**src/rtl/bw_product_accumulator.sv**
```systemverilog
// Signed product accumulator: sums accLen handshaked products into one dot-product result
// and holds that result on a valid/ready output until the consumer takes it.
module bw_product_accumulator #(
    parameter  int numBit = 4,
    parameter  int accLen = 8,
    localparam int accBit = 2*numBit + $clog2(accLen)
) (
    input  logic                      clk_in,
    input  logic                      rst_in,
    input  logic [2*numBit-1:0]       prod_in,
    input  logic                      prod_valid_in,
    output logic                      prod_ready_out,
    input  logic                      flush_in,
    output logic [accBit-1:0]         acc_out,
    output logic                      acc_valid_out,
    input  logic                      acc_ready_in,
    output logic [$clog2(accLen):0]   count_out
);

    localparam int   cntBit   = $clog2(accLen) + 1;
    localparam int   extBit   = accBit - 2*numBit;
    localparam logic ST_ACCUM = 1'b0;
    localparam logic ST_HOLD  = 1'b1;

    logic              state_q, state_d;
    logic [accBit-1:0] acc_q, acc_d;
    logic [accBit-1:0] res_q, res_d;
    logic              res_valid_q, res_valid_d;
    logic [cntBit-1:0] cnt_q, cnt_d;

    logic [accBit-1:0] prod_ext;
    logic [accBit-1:0] acc_sum;
    logic              in_xfer;
    logic              last_prod;

    // Flush blocks acceptance so a flushed cycle can never also count a product.
    assign prod_ready_out = (state_q == ST_ACCUM) && !flush_in;
    assign in_xfer        = prod_valid_in && prod_ready_out;
    assign prod_ext       = {{extBit{prod_in[2*numBit-1]}}, prod_in};
    assign acc_sum        = acc_q + prod_ext;
    assign last_prod      = (cnt_q == cntBit'(accLen - 1));

    always_comb begin
        // NOTE: every next-state signal is defaulted first so no branch can infer a latch.
        state_d     = state_q;
        acc_d       = acc_q;
        res_d       = res_q;
        res_valid_d = res_valid_q;
        cnt_d       = cnt_q;
        case (state_q)
            ST_ACCUM: begin
                if (flush_in) begin
                    acc_d = '0;
                    cnt_d = '0;
                end else if (in_xfer) begin
                    if (last_prod) begin
                        res_d       = acc_sum;
                        res_valid_d = 1'b1;
                        acc_d       = '0;
                        cnt_d       = '0;
                        state_d     = ST_HOLD;
                    end else begin
                        acc_d = acc_sum;
                        cnt_d = cnt_q + cntBit'(1);
                    end
                end
            end
            ST_HOLD: begin
                if (res_valid_q && acc_ready_in) begin
                    res_valid_d = 1'b0;
                    state_d     = ST_ACCUM;
                end
            end
        endcase
    end

    always_ff @(posedge clk_in) begin
        // NOTE: sequential state uses non-blocking assignments only; reset is synchronous.
        if (rst_in) begin
            state_q     <= ST_ACCUM;
            acc_q       <= '0;
            res_q       <= '0;
            res_valid_q <= 1'b0;
            cnt_q       <= '0;
        end else begin
            state_q     <= state_d;
            acc_q       <= acc_d;
            res_q       <= res_d;
            res_valid_q <= res_valid_d;
            cnt_q       <= cnt_d;
        end
    end

    assign acc_out       = res_q;
    assign acc_valid_out = res_valid_q;
    assign count_out     = cnt_q;

endmodule

```
**config.mk**
```make
export PLATFORM = sky130hd
export DESIGN_NAME = bw_product_accumulator
export DESIGN_NICKNAME = d
export VERILOG_FILES = /design/src/rtl/bw_product_accumulator.sv
export SDC_FILE = /design/constraint.sdc
export NUM_CORES = 1
export LEC_CHECK = 0
export ABC_AREA = 1
export ABC_CLOCK_PERIOD_IN_PS = 4250
export CAP_MARGIN = 10
export CORE_MARGIN = 3
export CORE_UTILIZATION = 30
export CTS_BUF_LIST = sky130_fd_sc_hd__clkbuf_4 sky130_fd_sc_hd__clkbuf_8
export CTS_CLUSTER_DIAMETER = 100
export DETAILED_ROUTE_END_ITERATION = 12
export PLACE_DENSITY = 0.46
export SYNTH_ARGS = -nofsm -noshare
export SYNTH_HDL_FRONTEND = slang
export SYNTH_SLANG_ARGS = --single-unit
```
**constraint.sdc**
```tcl
create_clock -name clk_in -period 4.25 [get_ports clk_in]
set_clock_uncertainty 0.15 [all_clocks]
set_input_delay 0.85 -clock clk_in [delete_from_list [all_inputs] [get_ports clk_in]]
set_output_delay 0.85 -clock clk_in [all_outputs]
set_load 0.05 [all_outputs]
```
==> impl_metrics.yaml <==
synthesis:
  synth_area_per_cell_um2: 6.94
  ys_top_cells_by_area: "dfxtp_1, nand2_1, ha_1"
  synthesis.nets: 271
  syn_area_um2: 1710
  synth_top_area_cell: "dfxtp_1"
  yosys.area.top_type_share_pct: 32.8
  ys.flop_type: "dfxtp_1"
  synth-edff-count: 0
  ys_types: 29
  synthTopCellsByCount: "nand2_1, dfxtp_1, nor2_1, inv_1, a21oi_1"
  async_flop_share_pct: 0
  syn_inst: 246
  ys_ff_latch: 28
  yosys_warnings: 0
  synth_most_common_cell: "nand2_1"
  yosysSeqAreaShare_pct: 32.8
placed_design:
  gp_congestion: 0.747
  hpwl_um: 2930
  numPortBuffers: 29
routing:
  drc: 0
  wirelength_um: 3900
  drt-pass1-iter-count: 4
  routedWlPerCell_um: 11.3
  drt.antenna.violating_nets: 0
  routed_via_density: 4.41
  vias: 1516
  drt-initial-drc-count: 48
die:
  initial_core_util_pct: 32.2
  die_y_um: 81.5
  row_count: 26
  design.die.area_um2: 6630
  die_w_um: 81.5
  ioPinCount: 30
  coreArea_um2: 5300
global_routing:
  track_usage_pct: 13.2
  use_met1_pct: 17.6
  met2_usage_pct: 20.8
  gr-total-overflow: 0
  antenna_found_initial: 0
  use_met3_pct: 3.73
  grt.busiest_layer: "met2"
  grt_pass1_wl_um: 6790
  grt_pass1_vias: 1480
  grt_max_degree: 22
pwr:
  leakagePower_nw: 0.959
  vdd_ir_drop_max_mv: 0.172
  power_density_nw_per_um2: 259
timing:
  relSlewSlack_pct: 42.4
  setup_viol: 0
  fin_crit_ns: 3.38
  timing.hold.ws_ns: 0.322
  setup_tns_ns: 0
  maxClockFrequency_mhz: 296
  slew_violations: 0
  fin_crit_sh_pct: 79.5
  finalHoldViolCount: 0
  rsz0062_at_grt: "no"
  worst_slew_pin_slew_ns: 0.862
worst_setup_path:
  critPathMaxFanout: 3
  startpoint_type: "primary input"
  crit_buf_inv: 2
  cpMaxStageDelayCell: "clkdlybuf4s50_1"
  crit_type: "in -> out"
  cpLargestDelayFamily: "buffers and inverters"
  crit_path_frequent_cell: "clkdlybuf4s50_1"
  worstPathRequired_ns: 3.25
  endpoint_kind: "output pin"
  max_stage_delay_ns: 0.83
  critPathArrivalTime_ns: 2.38
  path_cells: "clkdlybuf4s50_1 > nor2_4 > clkdlybuf4s50_1"
cells_and_area:
  fin_nets: 300
  fillCellCount: 573
  drive_gt1_share_pct: 6.93
  diodes: 0
  syn2layout_area_growth_pct: 22.9
clocking:
  cts_tree: "built"
  htreeDepth: 1
  cts_resized: 0
  numCtsBuffers: 3
  cts_buffer_depth: 2
  post-cts-setup-buffer-count: 0
  cts_root_buf: "clkbuf_8"
  clk_latency_ns: 0.28
  path_clk_slew_ns: 0.10
  ctsHoldBuffers: 0
  clock_sinks: 28
run:
  max-cap-violations: 0
run_status:
  outcome: "finished clean"
worst_hold_path:
  hold_class: "reg -> reg"
[logic make-up (layout without fill, tap and decap cells)]
logic type | Yosys count | after routing | share of synthesized area (%)
compound gates | 27 | 27 | 9.30
xor+xnor | 6 | 6 | 3.08
fa+ha+maj | 12 | 12 | 9.23
buf+inv | 30 | 58 | 8.20
flops | 28 | 28 | 32.8
simple gates | 143 | 143 | 37.4
[registers in the layout, summed over array words and instances, names as in the netlist]
name / count
acc_out: 11
acc_valid_out: 1
acc_q: 11
count_out: 4
state_q: 1
[power by group]
part	total [mW]	switching, mW	internal (mW)
logic	0.0987	0.0595	0.0393
registers	0.272	0.00389	0.268
clock network	0.172	0.0888	0.0831
total	0.542	0.152	0.390
[metrics by stage]
stage,std cells,power (mW),setup slack [ns],cell area [µm²],utilization (%)
3_3_place_gp,340,0.378,0.871,2040,38.5
5_1_grt,344,0.575,0.828,2100,39.6
3_5_place_dp,340,0.377,0.857,2040,38.5
6_report,344,0.542,0.870,2100,39.6
2_1_floorplan,246,0.346,1.81,1710,-
4_1_cts,344,0.555,0.857,2100,39.6
[routing by layer]
metal | routed length, µm | vias to the layer above
met5 | 0 | -
met4 | 40 | 0
met3 | 169 | 4
met2 | 1730 | 23
met1 | 1970 | 652
li1 | - | 837
[worst min-delay path: stages, from the launching register on]
cell     delay [ns]
dfxtp_1        0.32
nand2_1        0.07
a21oi_2        0.05
[placed cells by master, fill, tap and decap left out, drive strengths merged]
master / instances
nand3b: 2
nand3: 16
clkbuf: 4
ha: 11
a21oi: 22
nor3: 1
a211oi: 1
a2bb2oi: 1
nand4: 2
or2: 2
dfxtp: 28
clkdlybuf4s50: 29
fa: 1
xnor2: 2
inv: 24
o21ai: 2
nor2: 33
o21bai: 1
nand2: 87
xor2: 4
buf: 1
[worst paths after layout]
kind | startpoint | end | slack (ns) | cells past startpoint
worst max-delay path | flush_in | prod_ready_out | 0.87 | 3
worst min-delay path | acc_out[0] | acc_out[0] | 0.32 | 2
worst max register to register | acc_q[0] | acc_out[6] | 2.18 | 11
worst min register to register | acc_out[0] | acc_out[0] | 0.32 | 2
[cell type report]
class	instances	area, µm²	share of cell area (%)
Timing Repair Buffer	30	298	14.2
Tap cell	70	87.6	4.17
Inverter	24	90.1	4.29
Multi-Input combinational cell	188	1010	48.0
Clock buffer	4	55.1	2.62
Sequential cell	28	561	26.7
Note: power is estimated with default switching activity, not from simulation.
